==> src/rtl/led_rgb_pwm_driver.sv <==
// RGB PWM driver: samples colour code and duty only at period boundaries so the
// channel outputs never glitch mid-period; illegal codes 000/111 park it in FAULT.
module led_pwm_chan #(
  parameter int W = 8
) (
  input  logic         run_i,
  input  logic         en_i,
  input  logic [W-1:0] cnt_i,
  input  logic [W-1:0] duty_i,
  output logic         drive_o
);
  assign drive_o = run_i & en_i & (cnt_i < duty_i);
endmodule

module led_rgb_pwm_driver #(
  parameter int PWM_BITS = 8
) (
  input  logic                clk,
  input  logic                rst,
  input  logic                enable,
  input  logic [2:0]          colour,
  input  logic [PWM_BITS-1:0] duty,
  output logic                red,
  output logic                green,
  output logic                blue,
  output logic                period_start,
  output logic                fault,
  output logic                fault_seen
);
  localparam int NUM_LANES = 3;

  typedef enum logic [1:0] {IDLE, RUN, FAULT} state_e;

  state_e                state_q, state_d;
  logic [PWM_BITS-1:0]   cnt_q, cnt_d;
  logic [2:0]            colour_q, colour_d;
  logic [PWM_BITS-1:0]   duty_q, duty_d;
  logic                  fault_seen_q, fault_seen_d;
  logic                  boundary, illegal;
  logic [NUM_LANES-1:0]  drv;

  // IDLE samples on the very first enabled edge; RUN/FAULT only at end of period.
  assign boundary = (state_q == IDLE) || (cnt_q == {PWM_BITS{1'b1}});
  assign illegal  = (colour == 3'b000) || (colour == 3'b111);

  always_comb begin
    state_d      = state_q;
    cnt_d        = cnt_q;
    colour_d     = colour_q;
    duty_d       = duty_q;
    fault_seen_d = fault_seen_q;
    if (!enable) begin
      state_d = IDLE;
      cnt_d   = '0;
    end else if (boundary) begin
      colour_d = colour;
      duty_d   = duty;
      cnt_d    = '0;
      state_d  = illegal ? FAULT : RUN;
      if (illegal) fault_seen_d = 1'b1;
    end else begin
      cnt_d = cnt_q + PWM_BITS'(1);
    end
  end

  always_ff @(posedge clk or posedge rst) begin
    if (rst) begin
      state_q      <= IDLE;
      cnt_q        <= '0;
      colour_q     <= 3'b000;
      duty_q       <= '0;
      fault_seen_q <= 1'b0;
    end else begin
      state_q      <= state_d;
      cnt_q        <= cnt_d;
      colour_q     <= colour_d;
      duty_q       <= duty_d;
      fault_seen_q <= fault_seen_d;
    end
  end

  // Lane i drives colour bit i: lane 2 red, lane 1 green, lane 0 blue.
  for (genvar i = 0; i < NUM_LANES; i++) begin : g_chan
    led_pwm_chan #(.W(PWM_BITS)) u_chan (
      .run_i   (state_q == RUN),
      .en_i    (colour_q[i]),
      .cnt_i   (cnt_q),
      .duty_i  (duty_q),
      .drive_o (drv[i])
    );
  end

  assign {red, green, blue} = drv;
  assign period_start       = (state_q != IDLE) && (cnt_q == '0);
  assign fault              = (state_q == FAULT);
  assign fault_seen         = fault_seen_q;
endmodule
==> config.mk <==
export PLATFORM = sky130hd
export DESIGN_NAME = led_rgb_pwm_driver
export DESIGN_NICKNAME = d
export VERILOG_FILES = /design/src/rtl/led_rgb_pwm_driver.sv
export SDC_FILE = /design/constraint.sdc
export NUM_CORES = 1
export LEC_CHECK = 0
export BUFFER_PORTS_ARGS = -buffer_cell sky130_fd_sc_hd__clkbuf_2
export CAP_MARGIN = 20
export CORE_ASPECT_RATIO = 0.7
export CORE_MARGIN = 10
export CORE_UTILIZATION = 50
export DETAILED_ROUTE_END_ITERATION = 10
export PLACE_DENSITY_LB_ADDON = 0.08
export SYNTH_ARGS = -nofsm -noshare
export SYNTH_HDL_FRONTEND = slang
export SYNTH_HIERARCHICAL = 1
export SYNTH_SLANG_ARGS = --single-unit
==> constraint.sdc <==
create_clock -name clk -period 4.9 [get_ports clk]
set_input_delay 0.98 -clock clk [delete_from_list [all_inputs] [get_ports clk]]
set_output_delay 0.98 -clock clk [all_outputs]
set_load 0.01 [all_outputs]
== Yosys cells after proc, flatten, opt, wreduce, memory -nomap -nowiden ==
Cells that the tools add are included.

* Bits in registers: 22
* Output and inout port bits: 6
* Word-level logic and storage cells: 32

* Add/sub/neg operators: 1
* $lt $le $gt $ge: 1
* Equality and inequality tests: 5
* Muxes and demuxes: 5
* Bitwise gates (word level): 6
* Reductions and logical operators: 9

{| class="wikitable"
|+ Operators with widths
! cell !! number
|-
| 8-bit two-way mux || 2
|-
| 8-bit by 1-bit adder with 8-bit output, second input constant || 1
|-
| 8-bit equality test, second input constant || 1
|-
| 8-bit logical NOT || 1
|-
| 8-bit less-than comparator || 1
|-
| 1-bit bitwise AND || 6
|-
| 2-bit two-way mux || 3
|-
| 3-bit equality test, second input constant || 1
|-
| 3-bit logical NOT || 1
|-
| 3-bit AND reduction || 1
|-
| 2-bit by 1-bit equality test with 1-bit output, second input constant || 1
|-
| 2-bit equality test, second input constant || 1
|-
| 2-bit logical NOT || 1
|-
| 1-bit logical OR || 2
|-
| 2-bit by 1-bit != test with 1-bit output, second input constant || 1
|-
| 2-bit AND reduction || 1
|-
| 2-bit nonzero test || 1
|-
| 1-bit logical AND || 1
|}

== Logic depth before layout (Yosys ltp) ==
* Depth after elaboration: 5
* Gate-level depth with buffers: 5
* Gate-level depth less buffers: 5

== Modules after synthesis ==
The synthesis kept the hierarchy.

{| class="wikitable"
|+ By module, submodules not included
! module !! times used !! cells each !! area each (um^2) !! seq. area each (um^2)
|-
| led_rgb_pwm_driver || 1 || 85 || 1021.0 || 550.5
|-
| led_pwm_chan || 3 || 26 || 185.2 || 0.0
|}

== Least setup slack after synthesis ==
Ideal clock, no wire load.

* Kind: register to output
* Start point: reg cnt_q[5]
* End point: out blue
* Data arrival time: 1.305 ns
* Data required time: 3.920 ns
* Path slack: 2.615 ns
* Cell stages (with the launch flop): 5
* Cell sequence: dfrtp_1 ha_1 a211oi_2 o2111ai_1 a21oi_1

* Word-level cells in the longest chain between the ends: 2

{| class="wikitable"
|+ RTL lines
! item !! RTL line !! text
|-
| from (decl) || 35 || <nowiki>logic [PWM_BITS-1:0] cnt_q, cnt_d;</nowiki>
|-
| from (signal assigned) || 75 || <nowiki>cnt_q <= cnt_d;</nowiki>
|-
| 8-bit less-than comparator || 12 || <nowiki>assign drive_o = run_i & en_i & (cnt_i < duty_i);</nowiki>
|-
| 1-bit bitwise AND || 12 ||
|-
| to (decl) || 25 || <nowiki>output logic blue,</nowiki>
|}

No other way between the ends.

== Worst setup path in the final report ==
* Start point: reg cnt_q[5]
* End point: out red

* Word-level cells in the longest chain between the ends: 2

{| class="wikitable"
|+ RTL lines
! item !! RTL line !! text
|-
| 8-bit less-than comparator || 12 ||
|-
| 1-bit bitwise AND || 12 ||
|-
| to (decl) || 23 || <nowiki>output logic red,</nowiki>
|}

No other way between the ends.

==> impl.org <==
** Outcome
- The flow ran to the end, and the final reports show no timing, DRC or antenna violations.

** Timing
- Counting I/O delays and the setup requirement, the final critical path takes 2.82 ns.
- Remaining max-slew budget at the tightest pin :: 0.400
- Adding up every negative setup slack in the final design gives 0 ns.
- For the pin with the worst max-slew slack, the measured transition is 0.900 ns.
- The number of endpoints with negative hold slack in the final report is 0.
- Across all hold checks on the routed design, the worst slack comes to roughly 0.46 ns.
- Setup violations remaining at the end of the flow were counted as 0.
- Period utilisation layout :: 0.575
- Maximum operating frequency :: 0.355 GHz
- RSZ-0062 raised after global routing :: no
- On the final layout, the worst clock skew is 0.00155 ns.
- Total count of max-transition violations in the final report :: 0

** Layout
- Fillers :: 266
- Summing all multi-input logic gate instances after layout gives 902 um^2.
- After the last flow step, the layout net total stands at about 220.
- The area growth from synthesis to layout is 11.7%.
- In the final layout, the share of cells above drive strength 1 is 0.222.
- The sequential cells in the finished layout cover a total of 551 um^2.
- Number of antenna repair diodes :: 0

** Clock tree
- Post-CTS repair changed the size of 0 cells.
- Buffers added to address setup during post-CTS repair amount to 0.
- CTS tree :: built
- TritonCTS created 3 clock buffers.
- Clock latency on the worst-skew pair, taken at its later pin, is 0.26 ns.
- Counting every sink on the clock net gives 22.
- Cts hold-fix bufs :: 0
- After clock tree synthesis, the clock-pin slew on the worst setup and hold paths is 0.08 ns.
- Clock tree synthesis selected as its root buffer the cell clkbuf_8.
- Buffer depth of the longest clock path :: 2
- In this run the number of H-tree levels came out at 1.

** Global routing
- Total Routing Usage GR :: 0.122
- Largest net degree at the start of global routing :: 23
- Antenna violations before repair :: 0
- First-pass GRT wire length :: just under 6000 um
- The number of global-route vias before repair came to 1311.
- Summed over all layers, the global routing overflow is 0.

** Placement
- The congestion estimate from routability-driven global placement came to 0.832.
- Dpl hpwl :: around 2700 um
- Count of port buffers added during placement :: 19

** Power
- Of the total power, the clock network draws 0.246.
- IR drop worst, VDD :: 0.145 mV
- Combinational Power Share :: 0.302
- Summed over all cells, the static leakage comes to 0.921 nW.
- Of the total power, registers draw 0.452.
- Power density relative to cell area :: 300 mW/mm^2
- Total internal power :: 0.358 mW
- Design Power :: approximately 0.53 mW
- Summed over all nets, the switching power comes to around 0.17 mW.
- Switching power share of the total :: 0.322

** Logic synthesis
- Parity-gate share of the synthesized area counting xor and xnor cells :: 0.0167
- Cell taking the most area after synthesis :: dfrtp_1
- For this run, the leading register cell type out of synthesis is dfrtp_1.
- Adder-cell share of the synthesized area :: 0.183
- After synthesis the cells add up to 0.00158 mm^2.
- Top cells by instance count after synthesis :: 30 x inv_1, 23 x ha_1, 22 x dfrtp_1
- Area share of the largest cell type after synthesis :: 0.349
- Number of nets produced by synthesis :: 200
- Count of mapped cells out of synthesis :: 163
- Async S/R FF share, synth :: 1.00
- Total of warnings raised by yosys :: 6
- Most instantiated library cell after synthesis :: inv_1
- Synth area leaders :: dfrtp_1 35%, ha_1 18%, mux2_2 7.9%
- Simple-gate portion of the synthesized area :: 0.133
- In this run, distinct cell masters in the synthesized netlist total 28.
- The share of the Yosys chip area taken by registers is 0.349.
- Main combinational cell family by area after synthesis :: adder cells
- Share of the synthesized area in compound gates (AO/OA/AOI/OAI) :: 0.161
- Averaged over all synthesized cells, the footprint is 9.67 um^2.
- Fraction of synthesized area in multiplexers :: 0.0786
- In this run, synthesis produced a sequential element count of 22.
- Yosys mapped a number of flops with a built-in enable equal to 0.

** Floorplan
- CORE AREA :: 0.00290 mm^2
- The die is 87.1 um wide.
- IO Pins :: 20
- The floorplan step defined a die boundary enclosing between 0.005 and 0.006 mm^2.
- Die height :: 67.0 um
- Core Rows :: 16
- Initial core utilization :: 0.543

** Worst hold path
- The worst hold path belongs to the class reg -> reg.

** Routing
- Post-detailed-route count of antenna-violating nets :: 0
- Total Routed Length :: approximately 3400 um
- Drt wl/cell :: 15.4 um
- Using the TritonRoute via totals, the vias-per-cell ratio works out to 5.61.
- First-pass iteration count of the detailed router :: 4
- Violation count after the first detailed-routing iteration :: 53
- The routed layout has around 1200 vias.
- Remaining DRCs :: 0

** Worst setup path
- In this run the worst path has a maximum fanout of 8.
- STA puts the critical path data required time at ~3.9 ns.
- Crit Path Class :: reg -> out
- STA classifies the critical path endpoint as a primary output.
- Startpoint type of the worst setup path :: flip-flop
- Data on the critical path arrives at its endpoint at 1.84 ns.

** Run
- Count of maximum capacitance violations :: 0
sequential cells by signal (all words and copies together) (netlist names):
| name | cells |
|---|---|
| colour_q | 3 |
| state_q | 2 |
| fault_seen | 1 |
| cnt_q | 8 |
| duty_q | 8 |
cell type report:
| type | count | area share |
|---|---|---|
| Timing Repair Buffer | 19 | 0.0540 |
| Inverter | 30 | 0.0640 |
| Tap cell | 36 | 0.0256 |
| Clock buffer | 4 | 0.0313 |
| Multi-Input combinational cell | 110 | 0.512 |
| Sequential cell | 22 | 0.313 |
cells by family after synthesis:
kind of cell / Yosys count
flip-flops: 22
XOR/XNOR: 3
AND/OR/NAND/NOR: 39
AO/OA/AOI/OAI: 34
buffers and inverters: 31
multiplexers: 11
adder cells (fa/ha/maj): 23
layout by cell type (no fill, tap or decap):
| cell | count |
|---|---|
| inv_1 | 30 |
| o21bai_1 | 1 |
| or3_1 | 3 |
| nor3b_1 | 1 |
| o21ai_0 | 11 |
| clkbuf_2 | 19 |
| mux2_2 | 11 |
| dfrtp_1 | 22 |
| nor4_1 | 1 |
| xnor2_1 | 1 |
| nor2_1 | 12 |
| ha_1 | 23 |
| or3b_2 | 1 |
| o21a_1 | 1 |
| o41ai_4 | 1 |
| a21o_2 | 1 |
| nand2_1 | 6 |
| xor2_1 | 2 |
| o22ai_1 | 1 |
| a211oi_2 | 3 |
| nand3_1 | 6 |
| o2111ai_1 | 4 |
| nor2b_1 | 5 |
| a22o_1 | 1 |
| a21oi_1 | 6 |
| a211oi_1 | 4 |
| clkbuf_8 | 4 |
| nand4_1 | 3 |
| nand4_4 | 1 |
path summary, 6_finish.rpt:
path | start | endpoint | slack, ns | cells after the start
hold / removal | fault_seen$_DFFE_PP0P_ | fault_seen$_DFFE_PP0P_ | 0.46 | 1
max in group asynchronous | rst | duty_q[1]$_DFFE_PP0P_ | 3.47 | 2
setup / recovery | cnt_q[5]$_DFF_PP0_ | red | 2.08 | 5
min in group asynchronous | rst | state_q[0]$_DFFE_PP0P_ | 0.88 | 2
hold reg to reg | fault_seen$_DFFE_PP0P_ | fault_seen$_DFFE_PP0P_ | 0.46 | 1
setup reg to reg | cnt_q[1]$_DFF_PP0_ | duty_q[4]$_DFFE_PP0P_ | 2.73 | 4
per-stage QoR:
| step | cells | setup WS (ns) | area [um^2] | utilization |
|---|---|---|---|---|
| floorplan | 163 | 2.62 | 1580 | - |
| finish | 221 | 2.08 | 1760 | 0.606 |
| CTS | 221 | 2.06 | 1760 | 0.606 |
| global route | 221 | 1.97 | 1760 | 0.606 |
| detailed placement | 217 | 2.32 | 1710 | 0.588 |
| global placement | 217 | 2.36 | 1710 | 0.588 |
layer usage:
layer  vias to the layer above  wire length (um)  GRT usage
met5                         -                 0          0
met1                       587              1570      0.149
li1                        617                 -          -
met4                         0                29     0.0298
met3                         4               241     0.0413
met2                        32              1570      0.201
worst max-delay path, stage by stage, from the launching register on:
cell and delay [ns]:
dfrtp_1 0.52, ha_1 0.38, a211oi_2 0.20, o2111ai_1 0.16, a21oi_1 0.16, clkbuf_2 0.15
power by group through the flow:
stage          Combinational [mW]  Sequential, mW  Clock, mW
6_report                    0.160           0.239      0.130
5_1_grt                     0.183           0.245      0.141
4_1_cts                     0.161           0.239      0.134
3_5_place_dp                0.160           0.243          0
3_3_place_gp                0.149           0.242          0
2_1_floorplan               0.120           0.233          0
(Power assumes the default switching activity.)
